--- config.mk ---
export PLATFORM = sky130hd
export DESIGN_NAME = cdb_arbiter_flat
export DESIGN_NICKNAME = d
export VERILOG_FILES = /design/src/rtl/cdb_arbiter_pkg.sv /design/src/rtl/cdb_arbiter_if.sv /design/src/rtl/cdb_fifo.sv /design/src/rtl/cdb_arbiter.sv /design/src/flat_wrapper.sv
export SDC_FILE = /design/constraint.sdc
export NUM_CORES = 1
export LEC_CHECK = 0
export ABC_CLOCK_PERIOD_IN_PS = 8100
export BUFFER_PORTS_ARGS = -buffer_cell sky130_fd_sc_hd__buf_2
export CORE_MARGIN = 2
export CORE_UTILIZATION = 61
export CTS_BUF_LIST = sky130_fd_sc_hd__clkbuf_8 sky130_fd_sc_hd__clkbuf_16
export DETAILED_ROUTE_END_ITERATION = 8
export HOLD_SLACK_MARGIN = 0.05
export PLACE_DENSITY = 0.85
export SYNTH_ARGS = -nofsm -noshare
export SYNTH_HDL_FRONTEND = slang
export SYNTH_HIERARCHICAL = 1
export SYNTH_SLANG_ARGS = --single-unit
--- constraint.sdc ---
create_clock -name clk -period 8.1 [get_ports clk]
set_clock_uncertainty 0.1 [all_clocks]
set_input_delay 1.62 -clock clk [delete_from_list [all_inputs] [get_ports clk]]
set_output_delay 1.62 -clock clk [all_outputs]
set_load 0.005 [all_outputs]
--- src/rtl/cdb_arbiter_pkg.sv ---
// Shared types for the CDB arbiter: default widths and grant encoding.
// Round-robin pick helper used when CDB_ARB_LS_PRIO_EN is not defined.
package cdb_arbiter_pkg;

    localparam int DATA_W_DEF     = 32;
    localparam int ROB_ID_W_DEF   = 4;
    localparam int FIFO_DEPTH_DEF = 2;

    typedef enum logic {
        GRANT_RS = 1'b0,
        GRANT_LS = 1'b1
    } grant_e;

    function automatic grant_e rr_pick(
        input logic   rs_ne,
        input logic   ls_ne,
        input grant_e last
    );
        if (rs_ne && ls_ne)
            return (last == GRANT_RS) ? GRANT_LS : GRANT_RS;
        return ls_ne ? GRANT_LS : GRANT_RS;
    endfunction

endpackage

--- src/rtl/cdb_arbiter_if.sv ---
// Source handshakes and CDB broadcast bundle for cdb_arbiter.
// master = execution units / consumers side, slave = the arbiter.
interface cdb_arbiter_if #(
    parameter int DATA_W   = 32,
    parameter int ROB_ID_W = 4
);
    logic                rs_valid;
    logic [ROB_ID_W-1:0] rs_rob_id;
    logic [DATA_W-1:0]   rs_result;
    logic                rs_ready;
    logic                ls_valid;
    logic [ROB_ID_W-1:0] ls_rob_id;
    logic [DATA_W-1:0]   ls_result;
    logic                ls_ready;
    logic                cdb_valid;
    logic [ROB_ID_W-1:0] cdb_rob_id;
    logic [DATA_W-1:0]   cdb_result;
    logic                cdb_from_ls;

    modport master (
        output rs_valid, rs_rob_id, rs_result,
        output ls_valid, ls_rob_id, ls_result,
        input  rs_ready, ls_ready,
        input  cdb_valid, cdb_rob_id, cdb_result, cdb_from_ls
    );

    modport slave (
        input  rs_valid, rs_rob_id, rs_result,
        input  ls_valid, ls_rob_id, ls_result,
        output rs_ready, ls_ready,
        output cdb_valid, cdb_rob_id, cdb_result, cdb_from_ls
    );

endinterface

--- src/rtl/cdb_fifo.sv ---
// Small synchronous FIFO with flush; head entry is presented combinationally.
// DEPTH must be a power of two so the pointers wrap naturally.
module cdb_fifo #(
    parameter int W     = 36,
    parameter int DEPTH = 2
) (
    input  logic         clk,
    input  logic         rst,
    input  logic         push,
    input  logic         pop,
    input  logic         flush,
    input  logic [W-1:0] din,
    output logic [W-1:0] head,
    output logic         full,
    output logic         empty
);

    localparam int AW = $clog2(DEPTH);

    logic [W-1:0]  mem [DEPTH];
    logic [AW-1:0] wr_ptr;
    logic [AW-1:0] rd_ptr;
    logic [AW:0]   count;

    assign head  = mem[rd_ptr];
    assign full  = (count == (AW+1)'(DEPTH));
    assign empty = (count == '0);

    always_ff @(posedge clk) begin
        if (push)
            mem[wr_ptr] <= din;
    end

    always_ff @(posedge clk or negedge rst) begin
        if (!rst) begin
            wr_ptr <= '0;
            rd_ptr <= '0;
            count  <= '0;
        end else if (flush) begin
            wr_ptr <= '0;
            rd_ptr <= '0;
            count  <= '0;
        end else begin
            if (push)
                wr_ptr <= wr_ptr + AW'(1);
            if (pop)
                rd_ptr <= rd_ptr + AW'(1);
            unique case ({push, pop})
                2'b10:   count <= count + (AW+1)'(1);
                2'b01:   count <= count - (AW+1)'(1);
                default: count <= count;
            endcase
        end
    end

endmodule

--- src/rtl/cdb_arbiter.sv ---
// Common data bus arbiter: buffers RS and LSB results, grants one per cycle.
// Define CDB_ARB_LS_PRIO_EN for fixed LSB priority instead of round-robin.
module cdb_arbiter
    import cdb_arbiter_pkg::*;
#(
    parameter int DATA_W     = DATA_W_DEF,
    parameter int ROB_ID_W   = ROB_ID_W_DEF,
    parameter int FIFO_DEPTH = FIFO_DEPTH_DEF
) (
    input  logic          clk,
    input  logic          rst,
    input  logic          rdy,
    input  logic          rollback,
    cdb_arbiter_if.slave  bus
);

    localparam int EW = ROB_ID_W + DATA_W;

    logic [EW-1:0] rs_head;
    logic [EW-1:0] ls_head;
    logic          rs_full;
    logic          rs_empty;
    logic          ls_full;
    logic          ls_empty;
    logic          live;
    logic          any_ne;
    logic          rs_push;
    logic          ls_push;
    logic          rs_pop;
    logic          ls_pop;
    grant_e        grant;
    grant_e        last_grant;

    logic                valid_q;
    logic [ROB_ID_W-1:0] id_q;
    logic [DATA_W-1:0]   res_q;
    logic                from_ls_q;

    // rollback dominates rdy for every state change
    assign live    = rdy & ~rollback;
    assign any_ne  = ~rs_empty | ~ls_empty;
    assign rs_push = live & bus.rs_valid & ~rs_full;
    assign ls_push = live & bus.ls_valid & ~ls_full;
    assign rs_pop  = live & ~rs_empty & (grant == GRANT_RS);
    assign ls_pop  = live & ~ls_empty & (grant == GRANT_LS);

    assign bus.rs_ready    = ~rs_full;
    assign bus.ls_ready    = ~ls_full;
    assign bus.cdb_valid   = valid_q;
    assign bus.cdb_rob_id  = id_q;
    assign bus.cdb_result  = res_q;
    assign bus.cdb_from_ls = from_ls_q;

    always_comb begin
        grant = GRANT_RS;
`ifdef CDB_ARB_LS_PRIO_EN
        grant = ls_empty ? GRANT_RS : GRANT_LS;
`else
        grant = rr_pick(~rs_empty, ~ls_empty, last_grant);
`endif
    end

    cdb_fifo #(.W(EW), .DEPTH(FIFO_DEPTH)) u_rs_fifo (
        .clk   (clk),
        .rst   (rst),
        .push  (rs_push),
        .pop   (rs_pop),
        .flush (rollback),
        .din   ({bus.rs_rob_id, bus.rs_result}),
        .head  (rs_head),
        .full  (rs_full),
        .empty (rs_empty)
    );

    cdb_fifo #(.W(EW), .DEPTH(FIFO_DEPTH)) u_ls_fifo (
        .clk   (clk),
        .rst   (rst),
        .push  (ls_push),
        .pop   (ls_pop),
        .flush (rollback),
        .din   ({bus.ls_rob_id, bus.ls_result}),
        .head  (ls_head),
        .full  (ls_full),
        .empty (ls_empty)
    );

    always_ff @(posedge clk or negedge rst) begin
        if (!rst) begin
            valid_q    <= 1'b0;
            id_q       <= '0;
            res_q      <= '0;
            from_ls_q  <= 1'b0;
            last_grant <= GRANT_LS;
        end else if (rollback) begin
            valid_q <= 1'b0;
        end else if (rdy) begin
            valid_q <= any_ne;
            if (any_ne) begin
                last_grant    <= grant;
                from_ls_q     <= (grant == GRANT_LS);
                {id_q, res_q} <= (grant == GRANT_LS) ? ls_head : rs_head;
            end
        end
    end

endmodule

--- src/flat_wrapper.sv ---
// flat-port wrapper written by rule: the top's interface ports become plain ports
module cdb_arbiter_flat import cdb_arbiter_pkg::*;
#(
    parameter int DATA_W     = DATA_W_DEF,
    parameter int ROB_ID_W   = ROB_ID_W_DEF,
    parameter int FIFO_DEPTH = FIFO_DEPTH_DEF
)
  (clk, rst, rdy, rollback, bus_rs_valid, bus_rs_rob_id, bus_rs_result, bus_ls_valid, bus_ls_rob_id, bus_ls_result, bus_rs_ready, bus_ls_ready, bus_cdb_valid, bus_cdb_rob_id, bus_cdb_result, bus_cdb_from_ls);
  cdb_arbiter_if #(.DATA_W(DATA_W), .ROB_ID_W(ROB_ID_W)) bus_i ();
  input  logic clk;
  input  logic rst;
  input  logic rdy;
  input  logic rollback;
  input wire logic [$bits(bus_i.rs_valid)-1:0] bus_rs_valid;
  input wire logic [$bits(bus_i.rs_rob_id)-1:0] bus_rs_rob_id;
  input wire logic [$bits(bus_i.rs_result)-1:0] bus_rs_result;
  input wire logic [$bits(bus_i.ls_valid)-1:0] bus_ls_valid;
  input wire logic [$bits(bus_i.ls_rob_id)-1:0] bus_ls_rob_id;
  input wire logic [$bits(bus_i.ls_result)-1:0] bus_ls_result;
  output wire logic [$bits(bus_i.rs_ready)-1:0] bus_rs_ready;
  output wire logic [$bits(bus_i.ls_ready)-1:0] bus_ls_ready;
  output wire logic [$bits(bus_i.cdb_valid)-1:0] bus_cdb_valid;
  output wire logic [$bits(bus_i.cdb_rob_id)-1:0] bus_cdb_rob_id;
  output wire logic [$bits(bus_i.cdb_result)-1:0] bus_cdb_result;
  output wire logic [$bits(bus_i.cdb_from_ls)-1:0] bus_cdb_from_ls;
  assign bus_i.rs_valid = bus_rs_valid;
  assign bus_i.rs_rob_id = bus_rs_rob_id;
  assign bus_i.rs_result = bus_rs_result;
  assign bus_i.ls_valid = bus_ls_valid;
  assign bus_i.ls_rob_id = bus_ls_rob_id;
  assign bus_i.ls_result = bus_ls_result;
  assign bus_rs_ready = bus_i.rs_ready;
  assign bus_ls_ready = bus_i.ls_ready;
  assign bus_cdb_valid = bus_i.cdb_valid;
  assign bus_cdb_rob_id = bus_i.cdb_rob_id;
  assign bus_cdb_result = bus_i.cdb_result;
  assign bus_cdb_from_ls = bus_i.cdb_from_ls;
  cdb_arbiter #(.DATA_W(DATA_W), .ROB_ID_W(ROB_ID_W), .FIFO_DEPTH(FIFO_DEPTH)) u_core (.clk(clk), .rst(rst), .rdy(rdy), .rollback(rollback), .bus(bus_i));
endmodule
## Word-level counts from Yosys, hierarchy flattened

Memory sizes are Yosys's and may differ from the RTL's.
Cells that the tools add are included.

| word-level totals | value |
|---|---|
| memories kept | 2 |
| output and inout bits | 40 |
| bits in registers | 47 |
| logic and storage cells | 78 |
| input port bits | 78 |
| memory bits (writable) | 144 |

| operators by class | value |
|---|---|
| reduce and logical (&&, ||, !) cells | 11 |
| add/subtract/negate cells | 8 |
| eq/ne operators | 6 |
| bitwise operators | 16 |
| muxes and demuxes | 24 |

Memory list:

| memory | words | bits a word | read ports | clocked after Yosys merged registers in | wr ports | line | RTL |
|---|---|---|---|---|---|---|---|
| u_core.u_ls_fifo.mem | 2 | 36 | 1 | 0 | 1 | cdb_fifo.sv:20 | `logic [W-1:0] mem [DEPTH];` |
| u_core.u_rs_fifo.mem | 2 | 36 | 1 | 0 | 1 | cdb_fifo.sv:20 |  |

Operator list:

| operator | number |
|---|---|
| $mux 36 | 1 |
| $mux 1 | 19 |
| $reduce_bool 2->1 | 5 |
| $and 1x1->1 | 9 |
| $eq 2x2->1 const B | 4 |
| $pmux 2 s2 | 2 |
| $not 1->1 | 6 |
| $reduce_bool 3->1 | 2 |
| $add 1x1->1 const B | 4 |
| $add 2x1->2 const B | 2 |
| $eq 2x1->1 const B | 2 |
| $logic_not 2->1 | 2 |
| $mux 2 | 2 |
| $sub 2x1->2 const B | 2 |
| $reduce_and 3->1 | 1 |
| $logic_and 1x1->1 | 1 |
| $or 1x1->1 | 1 |

## Depth between registers and ports, before layout

| logic depth | value |
|---|---|
| depth after elaboration | 10 |
| gate-level depth with buffers | 8 |
| mapped depth without buffers | 7 |

## By module

Netlist, hierarchy kept.

By module, submodules not included:

| module | instances | sequential area each (um2) | cells each | area each (um2) |
|---|---|---|---|---|
| cdb_fifo | 2 | 2262.2 | 132 | 2934.1 |
| cdb_arbiter | 1 | 977.2 | 229 | 2070.7 |

## Worst setup path before layout

OpenSTA, ideal clock, no wires.

| path | value |
|---|---|
| kind | input -> register |
| from | input rollback |
| to | memory u_core.u_ls_fifo.mem[0][0] (enable) |
| setup slack | 3.628 ns |
| stages | 4 |
| path buffers | 1 |
| required time | 7.567 ns |
| library setup time | 0.433 ns |
| data arrival time | 3.938 ns |
| path through | and2b_1 buf_2 and3_1 nor2b_1 |

| on the way | value |
|---|---|
| word-level cells in the longest chain between the ends | 6 |

RTL lines:

| element | line | RTL |
|---|---|---|
| from (decl) | flat_wrapper.sv:13 | `input logic rollback;` |
| $not 1->1 (no line) | - |  |
| $and 1x1->1 | cdb_arbiter.sv:40 | `assign live = rdy & ~rollback;` |
| $and 1x1->1 (2 in a row) | cdb_arbiter.sv:43 | `assign ls_push = live & bus.ls_valid & ~ls_full;` |
| via u_core.ls_push | cdb_arbiter.sv:28 | `logic ls_push;` |
| $mux 1 | cdb_fifo.sv:30 | `if (push)` |
| $mux 1 (not written as such) | cdb_fifo.sv:31 | `mem[wr_ptr] <= din;` |
| to (decl) | cdb_fifo.sv:20 |  |

The timed path passes the listed nets, and every way through them passes these cells.

## Worst setup path in the final report

| path | value |
|---|---|
| from | input rollback |
| to | memory u_core.u_rs_fifo.mem[0][33] (enable) |

| on the way | value |
|---|---|
| word-level cells in the longest chain between the ends | 6 |

RTL lines:

| element | line | RTL |
|---|---|---|
| $not 1->1 (no line) | - |  |
| $and 1x1->1 | cdb_arbiter.sv:40 |  |
| $and 1x1->1 (2 in a row) | cdb_arbiter.sv:42 | `assign rs_push = live & bus.rs_valid & ~rs_full;` |
| via u_core.rs_push | cdb_arbiter.sv:27 | `logic rs_push;` |
| $mux 1 | cdb_fifo.sv:30 |  |
| $mux 1 (not written as such) | cdb_fifo.sv:31 |  |
| to (decl) | cdb_fifo.sv:20 |  |

The timed path passes the listed nets, and every way through them passes these cells.

==> flow_summary.json <==
{
  "nets": 677,
  "yosysSeqAreaShare_pct": 69.3,
  "place_hpwl_um": 9470,
  "fp-row-count": 41,
  "power.share.clock_pct": 34.1,
  "wl_per_cell_um": 20.6,
  "setup_violations": 0,
  "relSlewSlack_pct": 19.8,
  "ctsResizeCount": 0,
  "leakage_nw": 3.41,
  "antenna_found_initial": 0,
  "io_pins": 118,
  "clockBufferDepth": 2,
  "postCtsHoldBufs": 0,
  "yosysWarnings": 6,
  "seqPwrFrac_pct": 49.8,
  "syn-cell-area_um2": 7940,
  "syn_inst": 493,
  "drtAntennaViolNets": 0,
  "fill_cells": 793,
  "outcome": "finished, final reports clean",
  "setup_tns_ns": 0,
  "die_w_um": 118,
  "die-area_um2": 13900,
  "synth-seq-cells": 191,
  "post_dp_cell_area_um2": 8580,
  "first_global_vias": 4840,
  "cts_setup_buffers": 0,
  "synth_fp_nets": 571,
  "pre_cts_slack_ns": 3.83,
  "port_buffers": 117,
  "drive_gt1_share_pct": 38.9,
  "syn_avg_cell_area_um2": 16.1,
  "grt_usage_pct": 23.9,
  "clock-sinks": 191,
  "arrival_ns": 3.76,
  "die_h_um": 118,
  "diodes": 0,
  "critPathKind": "input pin to register",
  "reg2reg_slack_ns": 5.50,
  "ys_top_cells_by_count": "edfxtp_1 (144), mux2_4 (58), dfrtp_1 (46)",
  "yosys-top-cells-area": "edfxtp_1 (54%), dfrtp_1 (14%), mux2_4 (11%)",
  "vdd_drop_max_mv": 0.181,
  "ys.flop_type": "edfxtp_1",
  "netSwitchingPower_mw": 0.648,
  "p_int_mw": 1.88,
  "cts_tree": "built",
  "synth_edf_count": 144,
  "clk_pin_slew_worst_paths_ns": 0.06,
  "wl_um": 16100,
  "rsz0062_at_grt": "false",
  "synth_top_area_share_pct": 54.5,
  "path_max_fanout": 40,
  "grt_pass1_wl_um": 25000,
  "fmax_ghz": 0.262,
  "grt_max_degree": 78,
  "grt_overflow": 0,
  "cts_made_buffers": 17,
  "final_hold_viol_count": 0,
  "finish.utilization_pct": 72.6,
  "end_kind": "register",
  "vias_per_cell": 5.91,
  "clk_latency_ns": 0.43,
  "synth_cell_type_count": 33,
  "firstDrtPassIters": 5,
  "synth.most_common_cell": "edfxtp_1",
  "syn_to_final_growth_pct": 15.9,
  "power_density_nw_per_um2": 274,
  "pwr-share-comb_pct": 16.0,
  "critPathRequiredTime_ns": 8.04,
  "drc": 0,
  "period_needed_ns": 3.81,
  "drt-initial-drc-count": 380,
  "htree_levels": 4,
  "holdCritPathClass": "register to register",
  "start_util_pct": 62.7,
  "core_area_um2": 12700,
  "cp-start-kind": "input pin",
  "slew_viol_final": 0,
  "post-route-period-util_pct": 47.1,
  "layout_setup_ws_ns": 4.29,
  "root_buffer": "clkbuf_16",
  "yosysTopAreaCell": "edfxtp_1",
  "fin_area_um2": 9200,
  "vias": 4630,
  "tightest_slew_ns": 1.20,
  "gp_congestion": 0.794,
  "cap_viol_max_count": 0,
  "power.share.switching_pct": 25.7,
  "async_flop_share_pct": 24.6
}
[layout by cell type, fill, tap and decap left out, drive strengths merged, types with 3 or more instances in the layout]
cell type	count
clkbuf	17
bufinv	4
dfrtp	46
o21ai	38
buf	121
clkinvlp	4
inv	3
nor3b	4
a21oi	37
nor2b	5
nor2	11
nand2	4
nand3b	36
clkinv	6
a31oi	36
nor3	4
mux2	72
xnor2	6
edfxtp	144
[logic make-up after synthesis]
group	share of synthesized area (%)
DFF	69.3
AOI/OAI and AO/OA	7.82
and+or+nand+nor	6.11
muxes	13.0
buffers and inverters	2.93
xor gates and xnor gates	0.883
[worst max-delay path, cell delays in order]
cell and delay, ns:
buf_2 0.18, and2b_1 0.21, buf_4 0.39, and3_1 0.36, nor2b_4 0.97
[routing by layer]
layer	global-route usage [%]	up-vias	part of all wire, %
met2	40.1	188	52
met1	29.3	2321	40
met3	7.22	26	6.4
li1	-	2095	-
met4	8.96	0	2.1
met5	0	-	0
[flip-flops by register name, summed over array words and instances, names as in the netlist]
name and count:
u_core/u_ls_fifo/mem 72, u_core/u_rs_fifo/mem 72, u_core/bus.cdb_result 32, u_core/bus.cdb_rob_id 4
u_core/u_ls_fifo/count 2, u_core/u_rs_fifo/count 2, u_core/bus.cdb_from_ls 1, u_core/bus.cdb_valid 1
u_core/last_grant 1, u_core/u_ls_fifo/rd_ptr 1, u_core/u_ls_fifo/wr_ptr 1, u_core/u_rs_fifo/rd_ptr 1
u_core/u_rs_fifo/wr_ptr 1
[per-stage QoR]
stage	instances	hold slack [ns]	power [mW]
final	784	0.377	2.53
after global routing	784	0.409	2.63
after CTS	784	0.379	2.54
after detailed placement	752	0.363	1.68
after global placement	752	0.357	1.65
after floorplan	493	0.368	1.48
[worst paths after layout]
check                                     startpoint  depth (start not counted)                     endpoint
min in group asynchronous                        rst                          1    u_core/u_rs_fifo/count[0]
setup reg to reg           u_core/u_ls_fifo/count[0]                          7    u_core/u_rs_fifo/count[1]
hold reg to reg                 u_core/bus.cdb_valid                          2         u_core/bus.cdb_valid
setup / recovery                            rollback                          5  u_core/u_rs_fifo/mem[0][33]
hold / removal                  u_core/bus.cdb_valid                          2         u_core/bus.cdb_valid
max in group asynchronous                        rst                          1      u_core/u_ls_fifo/rd_ptr
[power groups by stage]
stage / combinational, mW / sequential [mW] / clock, mW
3_3_place_gp: 0.383 / 1.27 / 0
4_1_cts: 0.407 / 1.26 / 0.869
2_1_floorplan: 0.228 / 1.25 / 0
6_report: 0.405 / 1.26 / 0.862
5_1_grt: 0.443 / 1.27 / 0.914
3_5_place_dp: 0.401 / 1.28 / 0
[layout make-up]
cell class | count | area [µm²] | area share [%]
sequential | 191 | 5500 | 59.8
multi-input combinational | 266 | 2240 | 24.3
timing repair buffer | 121 | 616 | 6.69
clock buffer | 17 | 425 | 4.62
tap | 172 | 215 | 2.34
clock inverter | 15 | 194 | 2.11
inverter | 2 | 7.51 | 0.0816
(Power assumes the default switching activity.)
